$ cat config.mk
export PLATFORM = sky130hd
export DESIGN_NAME = load_store_unit_flat
export DESIGN_NICKNAME = d
export VERILOG_FILES = /design/src/rtl/load_store_unit_pkg.sv /design/src/rtl/load_store_unit_if.sv /design/src/rtl/load_store_unit_lane_align.sv /design/src/rtl/load_store_unit.sv /design/src/flat_wrapper.sv
export SDC_FILE = /design/constraint.sdc
export NUM_CORES = 1
export LEC_CHECK = 0
export BUFFER_PORTS_ARGS = -buffer_cell sky130_fd_sc_hd__buf_2
export CORE_ASPECT_RATIO = 0.75
export CORE_MARGIN = 2
export CORE_UTILIZATION = 39
export DETAILED_ROUTE_END_ITERATION = 8
export GPL_ROUTABILITY_DRIVEN = 0
export PLACE_DENSITY = 0.69
export SLEW_MARGIN = 30
export SYNTH_ARGS = -nofsm -noshare
export SYNTH_HDL_FRONTEND = slang
export SYNTH_SLANG_ARGS = --single-unit
$ cat constraint.sdc
create_clock -name clk -period 4 [get_ports clk]
set_clock_uncertainty 0.05 [all_clocks]
set_input_delay 0.8 -clock clk [delete_from_list [all_inputs] [get_ports clk]]
set_output_delay 0.8 -clock clk [all_outputs]
set_load 0.02 [all_outputs]
$ cat src/rtl/load_store_unit_pkg.sv
// Shared opcode constants, enable levels, FSM encoding and opcode-class helpers
// used by the ALU, the decoder and the load/store stage.
package load_store_unit_pkg;

  localparam logic ENABLE  = 1'b1;
  localparam logic DISABLE = 1'b0;

  localparam logic [5:0] ALU_ADD = 6'd0;
  localparam logic [5:0] ALU_SUB = 6'd1;
  localparam logic [5:0] ALU_AND = 6'd2;
  localparam logic [5:0] ALU_OR  = 6'd3;
  localparam logic [5:0] ALU_XOR = 6'd4;
  localparam logic [5:0] ALU_LB  = 6'd20;
  localparam logic [5:0] ALU_LH  = 6'd21;
  localparam logic [5:0] ALU_LW  = 6'd22;
  localparam logic [5:0] ALU_LBU = 6'd23;
  localparam logic [5:0] ALU_LHU = 6'd24;
  localparam logic [5:0] ALU_SB  = 6'd25;
  localparam logic [5:0] ALU_SH  = 6'd26;
  localparam logic [5:0] ALU_SW  = 6'd27;

  typedef enum logic [1:0] {
    ST_IDLE   = 2'd0,
    ST_ACCESS = 2'd1,
    ST_RESP   = 2'd2
  } lsu_state_e;

  function automatic logic is_load(input logic [5:0] code);
    return code inside {ALU_LB, ALU_LH, ALU_LW, ALU_LBU, ALU_LHU};
  endfunction

  function automatic logic is_store(input logic [5:0] code);
    return code inside {ALU_SB, ALU_SH, ALU_SW};
  endfunction

  function automatic logic is_mem(input logic [5:0] code);
    return is_load(code) || is_store(code);
  endfunction

  function automatic logic is_misaligned(input logic [5:0] code, input logic [1:0] off);
    if (code inside {ALU_LH, ALU_LHU, ALU_SH}) return off[0];
    if (code inside {ALU_LW, ALU_SW})          return off != 2'b00;
    return 1'b0;
  endfunction

endpackage

$ cat src/rtl/load_store_unit_if.sv
// Single-port word-wide data-memory handshake between the load/store stage
// (master) and the data memory (slave).
interface load_store_unit_if #(
  parameter int ADDR_W = 32,
  parameter int XLEN   = 32
) ();
  logic              mem_req;
  logic              mem_we;
  logic [ADDR_W-1:0] mem_addr;
  logic [3:0]        mem_be;
  logic [XLEN-1:0]   mem_wdata;
  logic              mem_ack;
  logic [XLEN-1:0]   mem_rdata;

  modport master (
    output mem_req, mem_we, mem_addr, mem_be, mem_wdata,
    input  mem_ack, mem_rdata
  );

  modport slave (
    input  mem_req, mem_we, mem_addr, mem_be, mem_wdata,
    output mem_ack, mem_rdata
  );
endinterface

$ cat src/rtl/load_store_unit_lane_align.sv
// Byte-lane steering: store byte enables / replicated write data, and
// load-lane extraction with sign or zero extension.
module lsu_lane_align
  import load_store_unit_pkg::*;
#(
  parameter int XLEN = 32
) (
  input  logic [5:0]      alucode,
  input  logic [1:0]      byte_off,
  input  logic [XLEN-1:0] store_data,
  input  logic [XLEN-1:0] rdata,
  output logic [3:0]      be,
  output logic [XLEN-1:0] wdata,
  output logic [XLEN-1:0] load_data
);
  logic [XLEN-1:0] shifted;
  logic [7:0]      byte_val;
  logic [15:0]     half_val;

  always_comb begin
    be    = 4'b0000;
    wdata = '0;
    case (alucode)
      ALU_LB, ALU_LBU: be = 4'b0001 << byte_off;
      ALU_LH, ALU_LHU: be = 4'b0011 << {byte_off[1], 1'b0};
      ALU_LW:          be = 4'b1111;
      ALU_SB: begin
        be    = 4'b0001 << byte_off;
        wdata = {4{store_data[7:0]}};
      end
      ALU_SH: begin
        be    = 4'b0011 << {byte_off[1], 1'b0};
        wdata = {2{store_data[15:0]}};
      end
      ALU_SW: begin
        be    = 4'b1111;
        wdata = store_data;
      end
      default: ;
    endcase
  end

  always_comb begin
    shifted   = rdata >> {byte_off, 3'b000};
    byte_val  = shifted[7:0];
    half_val  = byte_off[1] ? rdata[31:16] : rdata[15:0];
    load_data = '0;
    case (alucode)
      ALU_LB:  load_data = {{24{byte_val[7]}}, byte_val};
      ALU_LBU: load_data = {24'd0, byte_val};
      ALU_LH:  load_data = {{16{half_val[15]}}, half_val};
      ALU_LHU: load_data = {16'd0, half_val};
      ALU_LW:  load_data = rdata;
      default: ;
    endcase
  end
endmodule

$ cat src/rtl/load_store_unit.sv
// Memory-access stage: one outstanding load/store, non-memory results pass through.
// Define LSU_MISALIGN_TRAP_EN to fault misaligned H/W accesses instead of truncating.
module load_store_unit
  import load_store_unit_pkg::*;
#(
  parameter int ADDR_W = 32,
  parameter int XLEN   = 32
) (
  input  logic                     clk,
  input  logic                     rst,
  input  logic                     in_valid,
  output logic                     in_ready,
  input  logic [5:0]               alucode,
  input  logic [XLEN-1:0]          addr,
  input  logic [XLEN-1:0]          store_data,
  input  logic [4:0]               rd_in,
  load_store_unit_if.master        mem,
  output logic                     out_valid,
  output logic [XLEN-1:0]          out_data,
  output logic [4:0]               out_rd,
  output logic                     out_wb,
  output logic                     misaligned
);
  lsu_state_e        state_q, state_d;
  logic              in_ready_q, in_ready_d;
  logic              mem_req_q, mem_req_d, mem_we_q, mem_we_d;
  logic [ADDR_W-1:0] mem_addr_q, mem_addr_d;
  logic [3:0]        mem_be_q, mem_be_d;
  logic [XLEN-1:0]   mem_wdata_q, mem_wdata_d;
  logic              out_valid_q, out_valid_d, out_wb_q, out_wb_d;
  logic [XLEN-1:0]   out_data_q, out_data_d;
  logic [4:0]        out_rd_q, out_rd_d, rd_q, rd_d;
  logic              misaligned_q, misaligned_d;
  logic [5:0]        code_q, code_d;
  logic [1:0]        off_q, off_d;

  logic              accept, trap;
  logic [5:0]        align_code;
  logic [1:0]        align_off;
  logic [3:0]        al_be;
  logic [XLEN-1:0]   al_wdata, al_load;

  assign accept = in_valid & in_ready_q;

  always_comb begin
`ifdef LSU_MISALIGN_TRAP_EN
    trap = is_mem(alucode) && is_misaligned(alucode, addr[1:0]);
`else
    trap = 1'b0;
`endif
  end

  // In IDLE the aligner steers the incoming request; afterwards it extracts from the latched one.
  assign align_code = (state_q == ST_IDLE) ? alucode    : code_q;
  assign align_off  = (state_q == ST_IDLE) ? addr[1:0]  : off_q;

  lsu_lane_align #(.XLEN(XLEN)) u_align (
    .alucode    (align_code),
    .byte_off   (align_off),
    .store_data (store_data),
    .rdata      (mem.mem_rdata),
    .be         (al_be),
    .wdata      (al_wdata),
    .load_data  (al_load)
  );

  always_ff @(posedge clk) begin
    if (rst) begin
      state_q      <= ST_IDLE;
      in_ready_q   <= 1'b1;
      mem_req_q    <= 1'b0;
      mem_we_q     <= 1'b0;
      mem_addr_q   <= '0;
      mem_be_q     <= 4'b0000;
      mem_wdata_q  <= '0;
      out_valid_q  <= 1'b0;
      out_data_q   <= '0;
      out_rd_q     <= 5'd0;
      out_wb_q     <= 1'b0;
      misaligned_q <= 1'b0;
      code_q       <= 6'd0;
      off_q        <= 2'b00;
      rd_q         <= 5'd0;
    end else begin
      state_q      <= state_d;
      in_ready_q   <= in_ready_d;
      mem_req_q    <= mem_req_d;
      mem_we_q     <= mem_we_d;
      mem_addr_q   <= mem_addr_d;
      mem_be_q     <= mem_be_d;
      mem_wdata_q  <= mem_wdata_d;
      out_valid_q  <= out_valid_d;
      out_data_q   <= out_data_d;
      out_rd_q     <= out_rd_d;
      out_wb_q     <= out_wb_d;
      misaligned_q <= misaligned_d;
      code_q       <= code_d;
      off_q        <= off_d;
      rd_q         <= rd_d;
    end
  end

  always_comb begin
    state_d = state_q;
    case (state_q)
      ST_IDLE:   if (accept) state_d = (is_mem(alucode) && !trap) ? ST_ACCESS : ST_RESP;
      ST_ACCESS: if (mem.mem_ack) state_d = ST_RESP;
      ST_RESP:   state_d = ST_IDLE;
      default:   state_d = ST_IDLE;
    endcase
  end

  always_comb begin
    in_ready_d   = (state_d == ST_IDLE);
    mem_req_d    = mem_req_q;
    mem_we_d     = mem_we_q;
    mem_addr_d   = mem_addr_q;
    mem_be_d     = mem_be_q;
    mem_wdata_d  = mem_wdata_q;
    out_valid_d  = 1'b0;
    out_data_d   = out_data_q;
    out_rd_d     = out_rd_q;
    out_wb_d     = out_wb_q;
    misaligned_d = 1'b0;
    code_d       = code_q;
    off_d        = off_q;
    rd_d         = rd_q;
    case (state_q)
      ST_IDLE: if (accept) begin
        code_d = alucode;
        off_d  = addr[1:0];
        rd_d   = rd_in;
        if (state_d == ST_ACCESS) begin
          mem_req_d   = 1'b1;
          mem_we_d    = is_store(alucode);
          mem_addr_d  = {addr[ADDR_W-1:2], 2'b00};
          mem_be_d    = al_be;
          mem_wdata_d = al_wdata;
        end else begin
          // Pass-through result, or the faulting address when trapping.
          out_valid_d  = 1'b1;
          out_data_d   = addr;
          out_rd_d     = rd_in;
          out_wb_d     = !trap;
          misaligned_d = trap;
        end
      end
      ST_ACCESS: if (mem.mem_ack) begin
        mem_req_d   = 1'b0;
        mem_we_d    = 1'b0;
        mem_addr_d  = '0;
        mem_be_d    = 4'b0000;
        mem_wdata_d = '0;
        out_valid_d = 1'b1;
        out_rd_d    = rd_q;
        out_wb_d    = !is_store(code_q);
        out_data_d  = is_store(code_q) ? '0 : al_load;
      end
      default: ;
    endcase
  end

  assign in_ready      = in_ready_q;
  assign mem.mem_req   = mem_req_q;
  assign mem.mem_we    = mem_we_q;
  assign mem.mem_addr  = mem_addr_q;
  assign mem.mem_be    = mem_be_q;
  assign mem.mem_wdata = mem_wdata_q;
  assign out_valid     = out_valid_q;
  assign out_data      = out_data_q;
  assign out_rd        = out_rd_q;
  assign out_wb        = out_wb_q;
  assign misaligned    = misaligned_q;
endmodule

$ cat src/flat_wrapper.sv
// flat-port wrapper written by rule: the top's interface ports become plain ports
module load_store_unit_flat import load_store_unit_pkg::*;
#(
  parameter int ADDR_W = 32,
  parameter int XLEN   = 32
)
  (clk, rst, in_valid, in_ready, alucode, addr, store_data, rd_in, out_valid, out_data, out_rd, out_wb, misaligned, mem_mem_req, mem_mem_we, mem_mem_addr, mem_mem_be, mem_mem_wdata, mem_mem_ack, mem_mem_rdata);
  load_store_unit_if #(.ADDR_W(ADDR_W), .XLEN(XLEN)) mem_i ();
  input  logic clk;
  input  logic rst;
  input  logic in_valid;
  output logic in_ready;
  input  logic [5:0] alucode;
  input  logic [XLEN-1:0] addr;
  input  logic [XLEN-1:0] store_data;
  input  logic [4:0] rd_in;
  output logic out_valid;
  output logic [XLEN-1:0] out_data;
  output logic [4:0] out_rd;
  output logic out_wb;
  output logic misaligned;
  output wire logic [$bits(mem_i.mem_req)-1:0] mem_mem_req;
  output wire logic [$bits(mem_i.mem_we)-1:0] mem_mem_we;
  output wire logic [$bits(mem_i.mem_addr)-1:0] mem_mem_addr;
  output wire logic [$bits(mem_i.mem_be)-1:0] mem_mem_be;
  output wire logic [$bits(mem_i.mem_wdata)-1:0] mem_mem_wdata;
  input wire logic [$bits(mem_i.mem_ack)-1:0] mem_mem_ack;
  input wire logic [$bits(mem_i.mem_rdata)-1:0] mem_mem_rdata;
  assign mem_mem_req = mem_i.mem_req;
  assign mem_mem_we = mem_i.mem_we;
  assign mem_mem_addr = mem_i.mem_addr;
  assign mem_mem_be = mem_i.mem_be;
  assign mem_mem_wdata = mem_i.mem_wdata;
  assign mem_i.mem_ack = mem_mem_ack;
  assign mem_i.mem_rdata = mem_mem_rdata;
  load_store_unit #(.ADDR_W(ADDR_W), .XLEN(XLEN)) u_core (.clk(clk), .rst(rst), .in_valid(in_valid), .in_ready(in_ready), .alucode(alucode), .addr(addr), .store_data(store_data), .rd_in(rd_in), .mem(mem_i), .out_valid(out_valid), .out_data(out_data), .out_rd(out_rd), .out_wb(out_wb), .misaligned(misaligned));
endmodule
==> impl_metrics.ini <==
[global_routing]
grt_use_total = 0.258
grt_pass1_vias = 5628
grt-ovfl-total = 0
grt_pass1_wl_um = 32900
antenna_found_initial = 4
grt_max_degree = 45

[worst_setup_path]
r2r_setup_slack_ns = 1.06
r2r_cells = 7
path_max_fanout = 16
crit_arrival_ns = 3.17
start_kind = flop
cp-end-kind = flop
crit_type = reg2reg
rr_endpoint = u_core.out_data[11]
critical_path_required_ns = 4.24
crit_path_start = u_core.state_q[1]
endpoint = u_core.out_data[11]
rr_startpoint = u_core.state_q[1]

[route]
via_per_inst = 5.73
postRouteWirelength_um = 21600
routedWlPerCell_um = 19.3
ant_nets = 0
drt_iter0_markers = 719
first_pass_iters = 6
vias = 6407
drc = 0

[synth]
synth_seq_area_share = 0.416
ys_types = 65
yosys_warnings = 0
synth_top_family_by_area = compound AO/OA/AOI/OAI gates
synth_compound_area_frac = 0.279
async_reset_ff_frac = 0
synth-simple-area-share = 0.220
ys.flop_type = dfxtp_1
synth_cells = 705
synthesis.area_um2 = 5920
synth-edff-count = 0
synthXorXnorAreaFrac = 0.00444
muxShareOfSynthArea = 0.0281
synth_fa_ha_area_frac = 0
avgSynthCellArea_um2 = 8.40
ys_seq_elements = 123

[worst_hold_path]
hold_class = reg2reg
min_delay_path_depth = 2

[timing]
setup_violations = 0
final_max_slew_viol_count = 0
finalCritPeriodShare = 0.734
tightest_slew_ns = 0.983
fin_setup_tns_ns = 0
finalHoldViolations = 0
min_period_ns = 2.94
fmax_mhz = 341
rsz0062_at_grt = false
slew-limit-headroom = 0.344

[floorplan]
die-area_um2 = 16200
core_area_um2 = 14600
dieHeight_um = 111
num_rows = 38
ios = 222
start_util = 0.404
die_w_um = 146

[layout]
syn_to_final_growth_pct = 31.5
final_nets = 1013
final_util = 0.531
layout-drive-gt1-share = 0.326

[clock_tree]
cts_hold_buffers = 0
cts_buffers = 17
clk_path_buf_depth = 2
insertion_delay_ns = 0.41
cts.clk_slew.worst_paths_ns = 0.06
cts-root-buf = clkbuf_16
cts_tree = yes
htree_levels = 4
postCtsResizedCells = 0
post_cts_buffers = 0
cts_sinks = 123

[run_status]
status = completed

[place]
port_buffers = 218
dp_hpwl_um = 15700

[power]
ir_drop_v = 0.000273
power_leakage_uw = 0.00329
power_density_nw_per_um2 = 456

[job]
drv_cap = 0
[worst min-delay path by stage]
stage | from | end
after floorplan | u_core.code_q[5] | u_core.code_q[5]
after global placement | u_core.mem.mem_wdata[16] | u_core.mem.mem_wdata[16]
after detailed placement | u_core.mem.mem_be[1] | u_core.mem.mem_be[1]
after CTS | u_core.mem.mem_be[1] | u_core.mem.mem_be[1]
after global routing | u_core.mem.mem_be[1] | u_core.mem.mem_be[1]
final | u_core.mem.mem_be[1] | u_core.mem.mem_be[1]
[power by group]
part	internal [uW]	total [uW]	switching [uW]
logic	210	586	376
clock network	1010	1630	620
registers	1290	1330	38.4
[worst max-delay path: stages, from the launching register on]
cell       delay [ns]
dfxtp_1          0.61
nor2_1           0.17
buf_4            0.23
o21ai_2          0.34
a22oi_4          0.13
o32ai_4          0.61
a222oi_1         0.21
a2111oi_1        0.45
[cell usage after synthesis, drive strengths merged (4+ instances only)]
| library cell | n | area (um2) |
|---|---|---|
| dfxtp | 123 | 2460 |
| nand2 | 103 | 387 |
| nor2 | 90 | 338 |
| a21oi | 61 | 305 |
| clkbuf | 40 | 155 |
| nand3 | 30 | 150 |
| a22oi | 29 | 231 |
| nor3 | 27 | 179 |
| o21ai | 24 | 131 |
| buf | 23 | 140 |
| a221o | 18 | 180 |
| a222oi | 16 | 160 |
| a211oi | 11 | 82.6 |
| a22o | 9 | 78.8 |
| a2111oi | 8 | 90.1 |
| a221oi | 6 | 52.6 |
| a31oi | 6 | 37.5 |
| nand2b | 6 | 37.5 |
| nor4 | 6 | 67.6 |
| a311oi | 5 | 43.8 |
| mux2i | 5 | 50.1 |
| o221ai | 5 | 43.8 |
| a21o | 4 | 30.0 |
| mux4 | 4 | 90.1 |
| o21a | 4 | 30.0 |
[state kept, by name, indices dropped and copies added, names as in the netlist]
signal	count
u_core.mem.mem_wdata	32
u_core.out_data	32
u_core.mem.mem_addr	30
u_core.code_q	6
u_core.out_rd	5
u_core.rd_q	5
u_core.mem.mem_be	4
u_core.off_q	2
u_core.state_q	2
u_core.in_ready	1
u_core.mem.mem_req	1
u_core.mem.mem_we	1
u_core.out_valid	1
u_core.out_wb	1
[metrics by stage]
step | total power, uW | hold WS [ns] | instance area (um2) | std cells | setup WS [ns]
final | 3550 | 0.388 | 7780 | 1119 | 1.06
after global routing | 3680 | 0.411 | 7780 | 1117 | 0.736
after CTS | 3560 | 0.393 | 7770 | 1115 | 1.12
after detailed placement | 1930 | 0.384 | 7150 | 1083 | 0.825
after global placement | 1920 | 0.380 | 7140 | 1083 | 0.852
after floorplan | 1710 | 0.381 | 5930 | 707 | 1.34
[final cells by class]
class	instances	area [um2]
inverters	2	7.51
well taps	200	250
multi-input cells	519	3180
clock inverters	14	185
diodes	4	10.0
clock buffers	18	439
repair buffers	239	1250
fillers	1423	6860
flip-flops and latches	123	2460
[placed cells by master, fill, tap and decap left out, drive strengths merged, types with 3 or more instances in the layout]
master      n
a2111oi     8
a211oi     11
a21o        4
a21oi      61
a221o      18
a221oi      6
a222oi     16
a22o        9
a22oi      29
a311oi      5
a31oi       6
a32oi       3
buf       239
bufinv      3
clkbuf     18
clkinvlp    3
conb        3
dfxtp     123
diode       4
inv         8
mux2i       5
mux4        4
nand2     103
nand2b      6
nand3      30
nor2       90
nor3       27
nor3b       3
nor4        6
o21a        4
o21ai      24
o221ai      5
o31ai       3
or4b        3
[logic make-up (layout without fill, tap and decap cells)]
logic type                Yosys count  in the layout
buffers and inverters              65            273
DFF                               123            123
xor gates and xnor gates            3              3
AOI/OAI and AO/OA                 222            222
other                               1              7
muxes                              11             11
and+or+nand+nor                   280            280
[per-layer routing]
metal  wire length [um]  vias up  track usage  share of wire
li1                   -     3022            -              -
met1              10300     3015        0.396           0.48
met2               8750      330        0.339           0.41
met3               1990       40       0.0724          0.092
met4                513        0       0.0887          0.024
met5                  0        -            0              0
(Power assumes the default switching activity.)
